## src/rtl/cmem_seq.sv

```systemverilog
// cmem_seq: burst sequencer that owns the pins of the 64x16 coefficient SRAM.
// A valid/ready write stream becomes SRAM write cycles. A read command becomes
// a back-pressurable valid/ready stream. The one-cycle SRAM read latency is
// hidden behind a 2-entry output buffer.
module cmem_seq #(
    parameter int ADDR_W = 6,
    parameter int DATA_W = 16,
    parameter int DEPTH  = 64
) (
    input  logic              clk,
    input  logic              rst_n,
    input  logic              start_load,
    input  logic              start_read,
    input  logic [ADDR_W-1:0] base_addr,
    input  logic [ADDR_W:0]   burst_len,
    input  logic              in_valid,
    output logic              in_ready,
    input  logic [DATA_W-1:0] in_data,
    output logic              out_valid,
    input  logic              out_ready,
    output logic [DATA_W-1:0] out_data,
    output logic              busy,
    output logic              done,
    output logic              mem_cen,
    output logic              mem_wen,
    output logic [ADDR_W-1:0] mem_a,
    output logic [DATA_W-1:0] mem_d,
    input  logic [DATA_W-1:0] mem_q
);

    typedef enum logic [1:0] {IDLE, LOAD, READ, FIN} state_t;

    state_t            state_q, state_d;
    logic [ADDR_W-1:0] addr_q, addr_d, addr_inc;
    logic [ADDR_W:0]   cnt_q, cnt_d;
    logic [1:0]        occ_q, occ_d;
    logic              inflight_q, inflight_d;
    logic [DATA_W-1:0] buf0_q, buf0_d, buf1_q, buf1_d;
    logic              push, pop, issue;
    logic [2:0]        used;
    logic [1:0]        slot;

    // SRAM pins are decoded from the state register, so the asynchronous reset
    // of state_q releases mem_cen the moment rst_n falls.
    assign busy      = (state_q != IDLE);
    assign done      = (state_q == FIN);
    assign out_valid = (occ_q != 2'd0);
    assign out_data  = buf0_q;
    assign addr_inc  = (addr_q == ADDR_W'(DEPTH - 1)) ? '0 : addr_q + 1'b1;

    // Next-state, SRAM pin and buffer bookkeeping for the current cycle.
    always_comb begin
        state_d    = state_q;
        addr_d     = addr_q;
        cnt_d      = cnt_q;
        occ_d      = occ_q;
        inflight_d = inflight_q;
        in_ready   = 1'b0;
        mem_cen    = 1'b1;
        mem_wen    = 1'b1;
        mem_a      = '0;
        mem_d      = '0;
        push       = 1'b0;
        pop        = 1'b0;
        issue      = 1'b0;
        used       = 3'd0;
        case (state_q)
            IDLE: begin
                if (start_load || start_read) begin
                    addr_d = base_addr;
                    cnt_d  = burst_len;
                    if (burst_len == '0)
                        state_d = FIN;
                    else if (start_load)
                        state_d = LOAD;
                    else
                        state_d = READ;
                end
            end
            LOAD: begin
                in_ready = 1'b1;
                if (in_valid) begin
                    mem_cen = 1'b0;
                    mem_wen = 1'b0;
                    mem_a   = addr_q;
                    mem_d   = in_data;
                    addr_d  = addr_inc;
                    cnt_d   = cnt_q - 1'b1;
                    if (cnt_q == 1)
                        state_d = FIN;
                end
            end
            READ: begin
                pop  = out_valid && out_ready;
                push = inflight_q;
                // Slots committed after this cycle must not exceed the buffer.
                used  = {1'b0, occ_q} + {2'b00, inflight_q} - {2'b00, pop};
                issue = (cnt_q != '0) && (used < 3'd2);
                if (issue) begin
                    mem_cen = 1'b0;
                    mem_a   = addr_q;
                    addr_d  = addr_inc;
                    cnt_d   = cnt_q - 1'b1;
                end
                inflight_d = issue;
                occ_d      = occ_q + {1'b0, push} - {1'b0, pop};
                if (cnt_d == '0 && !inflight_d && occ_d == 2'd0)
                    state_d = FIN;
            end
            FIN: state_d = IDLE;
            default: state_d = IDLE;
        endcase
    end

    // Output buffer contents: head shifts on pop, returning word fills next free slot.
    always_comb begin
        buf0_d = buf0_q;
        buf1_d = buf1_q;
        slot   = occ_q - {1'b0, pop};
        if (pop)
            buf0_d = buf1_q;
        if (push) begin
            if (slot == 2'd0)
                buf0_d = mem_q;
            else
                buf1_d = mem_q;
        end
    end

    // Control state with asynchronous reset.
    always_ff @(posedge clk or negedge rst_n) begin
        if (!rst_n) begin
            state_q    <= IDLE;
            addr_q     <= '0;
            cnt_q      <= '0;
            occ_q      <= 2'd0;
            inflight_q <= 1'b0;
        end else begin
            state_q    <= state_d;
            addr_q     <= addr_d;
            cnt_q      <= cnt_d;
            occ_q      <= occ_d;
            inflight_q <= inflight_d;
        end
    end

    // Buffer data needs no reset; occupancy alone decides what is visible.
    always_ff @(posedge clk) begin
        buf0_q <= buf0_d;
        buf1_q <= buf1_d;
    end

endmodule

```

## config.mk

```make
export PLATFORM = sky130hd
export DESIGN_NAME = cmem_seq
export DESIGN_NICKNAME = d
export VERILOG_FILES = /design/src/rtl/cmem_seq.sv
export SDC_FILE = /design/constraint.sdc
export NUM_CORES = 1
export LEC_CHECK = 0
export CORE_ASPECT_RATIO = 2
export CORE_UTILIZATION = 41
export CTS_CLUSTER_DIAMETER = 50
export DETAILED_ROUTE_END_ITERATION = 10
export MAX_ROUTING_LAYER = met4
export PLACE_DENSITY = 0.82
export SLEW_MARGIN = 20
export SYNTH_ARGS = -nofsm -noshare
export SYNTH_HDL_FRONTEND = slang
export SYNTH_SLANG_ARGS = --single-unit
```

## constraint.sdc

```tcl
create_clock -name clk -period 3.51 [get_ports clk]
set_clock_uncertainty 0.2 [all_clocks]
set_input_delay 0.5265 -clock clk [delete_from_list [all_inputs] [get_ports clk]]
set_output_delay 0.5265 -clock clk [all_outputs]
set_load 0.005 [all_outputs]
```

* Word-level counts from Yosys, hierarchy flattened
Cells that the tools add are included.
** Operators by class
- $add $sub $neg :: 7
- $lt $le $gt $ge :: 1
- Equality and inequality tests :: 10
- Mux-type cells :: 32
- Bitwise gates (word level) :: 1
- Reductions and logical operators :: 19
** Operators by type and width (number)
- $mux W16 :: 5
- $mux W6 :: 6
- $mux W7 :: 4
- $pmux W7 S3 :: 1
- $pmux W6 S3 :: 1
- $logic_not A7 Y1 :: 2
- $mux W2 :: 6
- $pmux W6 S2 :: 1
- $ne A2 B2 Y1 const B :: 5
- $pmux W2 S4 :: 1
- $reduce_and A4 Y1 :: 2
- $eq A7 B1 Y1 const B :: 1
- $reduce_bool A7 Y1 :: 1
- $sub A7 B1 Y7 const B :: 1
- $add A6 B1 Y6 const B :: 1
- $eq A6 B6 Y1 const B :: 1
- $logic_not A2 Y1 :: 3
- $mux W1 :: 6
- $eq A2 B2 Y1 const B :: 2
- $logic_and A1 B1 Y1 :: 4
- $reduce_bool A2 Y1 :: 2
- $sub A2 B1 Y2 :: 2
- $add A2 B1 Y3 :: 1
- $lt A3 B2 Y1 const B :: 1
- 10 further kinds :: 10
** Storage, ports and cells
- Flip-flop bits (word level) :: 50
- Bits of input ports :: 51
- Output and inout port bits :: 44
- Logic and storage cells :: 77

* Logic depth before layout (Yosys ltp)
- Depth after elaboration :: 12
- Depth in mapped cells :: 12
- Depth with buffers taken out :: 12

* Least setup slack after synthesis
Ideal clock, no wire load.
- Kind :: reg2out
- From :: register occ_q[1]
- To :: output port mem_a[0]
- Data arrival time :: 2.854 ns
- Data required time :: 2.783 ns
- Path slack :: -0.070 ns
- Stages on the path, launching flop included :: 13
- Buffers on the path :: 0
- Cells stage by stage :: dfrtp_1 > or2_1 > and2_1 > ha_1 > inv_1 > ha_1 > inv_1 > fa_1 > xor2_2 > a211oi_4 > nand2_1 > a21oi_1 > and2_1
** On the way
- Cells in the longest elaborated chain, start to end :: 7
- Elaborated cells between the ends (all ways) :: 8
- Those cells by class :: add/sub: 2; order compare: 1; mux: 2; reduce/logical: 3
** RTL lines
- from (decl) :: RTL line 36 : logic [1:0] occ_q, occ_d;
- from (signal assigned) :: RTL line 136 : occ_q <= 2'd0;
- from (signal assigned) :: RTL line 142 : occ_q <= occ_d;
- $reduce_bool A2 Y1 :: RTL line 47 : assign out_valid = (occ_q != 2'd0);
- via out_valid :: RTL line 19 : output logic out_valid,
- $logic_and A1 B1 Y1 :: RTL line 94 : pop = out_valid && out_ready;
- $sub A3 B1 Y3 :: RTL line 97 : used = {1'b0, occ_q} + {2'b00, inflight_q} - {2'b00, pop};
- $lt A3 B2 Y1 :: RTL line 98 : issue = (cnt_q != '0) && (used < 3'd2);
- $logic_and A1 B1 Y1 :: RTL line 98
- $mux W6 :: RTL line 99 : if (issue) begin
- $pmux W6 S2 :: RTL line 67 : case (state_q)
- to (decl) :: RTL line 26 : output logic [ADDR_W-1:0] mem_a,
The timed path passes the listed nets, and every way through them passes these cells.

* Final worst setup path
- From :: register occ_q[0]
- To :: output port mem_a[0]
** On the way
- Cells in the longest elaborated chain, start to end :: 7
- Elaborated cells between the ends (all ways) :: 8
- Those cells by class :: add/sub: 2; order compare: 1; mux: 2; reduce/logical: 3
** RTL lines (RTL line)
- branches (longest 2 deep; another with $add A2 B1 Y3)
- $sub A3 B1 Y3 (*) :: 97
- $lt A3 B2 Y1 (*) :: 98
- $logic_and A1 B1 Y1 (*) :: 98
- $mux W6 (*) :: 99
- $pmux W6 S2 (*) :: 67
Every way passes the cells marked *.

==> out/qor.yml <==
post-route-min-period_ps: 3650
vias_per_cell: 5.36
core_sq_mm: 0.00636
synth_ff_type: "dfrtp_1"
die_h_microns: 117
start_util: 0.425
grt_pass1_vias: 2641
fmax_mhz: 274
synth_edf_count: 16
clock_latency_ps: 290
p_leak_nw: 1.75
synth_top_area_cell: "edfxtp_1"
synth_common_cells: "35 x nand2_1, 32 x o21ai_0, 18 x and3_1, 18 x dfrtp_1, 18 x mux2i_1"
yosysWarnings: 0
cts_tree: "done"
routed_wl_microns: 7210
portBuffers: 94
status: "complete, but fails checks"
overflow: 0
synth_top_area_frac: 0.178
wl_per_cell_microns: 14.9
cp_max_fo: 6
numCtsBuffers: 5
cts_hold_buf: 0
syn_nets: 341
drtAntennaViolNets: 0
async_flop_share: 0.360
hold_class: "reg2reg"
cts_max_level: 2
die_x_microns: 59.4
cap_violations: 0
synthTopCellsByArea: "edfxtp_1 18%, dfrtp_1 17%, dfxtp_1 12%"
num-nets-final: 458
yosysSeqAreaShare: 0.463
worst-endpoint-arrival_ps: 2920
violations: "negative setup slack"
finalPower_w: 0.00380
grt_max_degree: 33
drc: 0
gp_congestion: 0.954
tightest_slew_ps: 889
grt_use_total: 0.228
hold_violations: 0
boundaryPins: 95
slew-limit-headroom: 0.406
power_density_mw_per_mm2: 930
crit_type: "reg2out"
fin_ws_ps: -135
syn_area_sq_mm: 0.00271
avgSynthCellArea_sq_um: 9.70
period_share: 1.04
cts.clk_slew.worst_paths_ps: 70
yosysUniqueCellTypes: 53
drt_iter0_drc: 117
grt_pass1_wl_microns: 11600
slew_viol_final: 0
end_kind: "primary output"
synthToLayoutAreaGrowth_pct: 51.1
antenna_found_initial: 0
dr.pass1.iters: 5
netlist_instances: 279
cts_root_buf: "clkbuf_16"
critPathRequiredTime_ps: 2780
synth_seq_cells: 50
hpwl_microns: 5450
std_cell_rows: 41
die-area_sq_mm: 0.00695
ir_drop_mv: 0.711
drive_gt1_frac: 0.166
final_util: 0.642
cts.path.max_buffers: 2
worstSetupStartpointType: "flip-flop"
vias: 2590
num_antenna_cells: 0
setup_viol: 6
synth_most_common_cell: "nand2_1"
setup_tns_ps: -754
rsz0062_at_grt: "true"
clock-sinks: 50
[placed cells by master (no fill, tap or decap), types with 2 or more instances in the layout]
| cell type | count |
|---|---|
| inv_2 | 3 |
| and3_1 | 18 |
| nor3_1 | 9 |
| a31oi_1 | 5 |
| clkdlybuf4s50_1 | 86 |
| inv_1 | 10 |
| o21a_1 | 2 |
| buf_2 | 7 |
| and2_1 | 6 |
| mux2_1 | 2 |
| nor2_1 | 11 |
| ha_4 | 2 |
| a21oi_1 | 6 |
| mux2i_1 | 18 |
| a221oi_1 | 2 |
| ha_1 | 8 |
| nor2b_1 | 3 |
| buf_4 | 30 |
| clkbuf_16 | 5 |
| nor3_4 | 2 |
| edfxtp_1 | 16 |
| dfxtp_1 | 16 |
| a22o_1 | 3 |
| nor4_1 | 2 |
| o211ai_1 | 2 |
| o21ai_0 | 32 |
| nand2_1 | 33 |
| nand3_1 | 5 |
| dfrtp_1 | 18 |
| nand2_2 | 3 |
[layer usage]
layer  GRT usage  vias up  part of all wire
met3      0.0374       29             0.059
met2       0.422      140              0.55
met5           -        -                 0
met1       0.209     1183              0.35
met4       0.132        0             0.044
li1            -     1238                 -
[stage by stage]
step	cells	setup WS, ps	instance area, sq um	hold WS, ps
final	483	-135	4090	326
after global routing	483	-220	4090	354
after CTS	480	-79.4	4070	333
after detailed placement	465	-743	3850	317
after global placement	465	-694	3850	294
after floorplan	279	20.7	2710	30.9
[logic make-up (layout without fill, tap and decap cells)]
family / Yosys count / count (layout) / synth area share
simple gates: 102 / 102 / 0.198
flops: 50 / 50 / 0.463
buf+inv: 27 / 145 / 0.0407
mux: 21 / 21 / 0.0791
xor+xnor: 2 / 2 / 0.00925
compound gates: 66 / 66 / 0.156
fa+ha+maj: 11 / 11 / 0.0537
[registers in the layout (all words and copies together), names as in the netlist]
name,count
cnt_q,7
inflight_q,1
state_q,2
out_data,16
addr_q,6
buf1_q,16
occ_q,2
[layout make-up]
type                       instances  area [sq um]
timing repair buffer             124          1130
inverter                          13          48.8
multi-input combinational        202          1400
clock inverter                     3          21.3
fill                             549          2270
tap                               86           108
clock buffer                       5           125
sequential                        50          1250
[power by group]
part           internal, W  leakage [nW]  switching (W)
registers         0.000836         0.498       0.000170
clock network     0.000264        0.0698       0.000215
logic              0.00119          1.18        0.00112
total              0.00229          1.75        0.00151
[path summary, 6_finish.rpt]
path	start	endpoint	slack, ps	cells past startpoint
hold reg to reg	buf1_q[11]$_DFFE_PP_	out_data[11]$_DFF_P_	330	2
setup / recovery	occ_q[0]$_DFFE_PN0P_	mem_a[0]	-140	13
min in group asynchronous	rst_n	state_q[0]$_DFFE_PN0P_	540	1
setup reg to reg	occ_q[0]$_DFFE_PN0P_	state_q[0]$_DFFE_PN0P_	200	14
hold / removal	buf1_q[11]$_DFFE_PP_	out_data[11]$_DFF_P_	330	2
max in group asynchronous	rst_n	addr_q[3]$_DFFE_PN0P_	2030	1
[critical path, stage by stage, from the launching register on]
cell and delay, ps:
dfrtp_1 380, or2_1 250, and2_4 150, ha_4 200
inv_2 60, ha_4 110, inv_2 30, fa_2 580
inv_2 50, a211oi_4 190, nand2_2 140, a21oi_4 210
and2_1 160, buf_2 110
[repair_timing]
action | in CTS | in global routing
gates resized for setup | 42 | 0
setup endpoints to repair | 7 | 7
setup buffers | 7 | 4
gates cloned | 0 | 0
pin swaps | 13 | 3
Power figures use the tool's default switching activity.
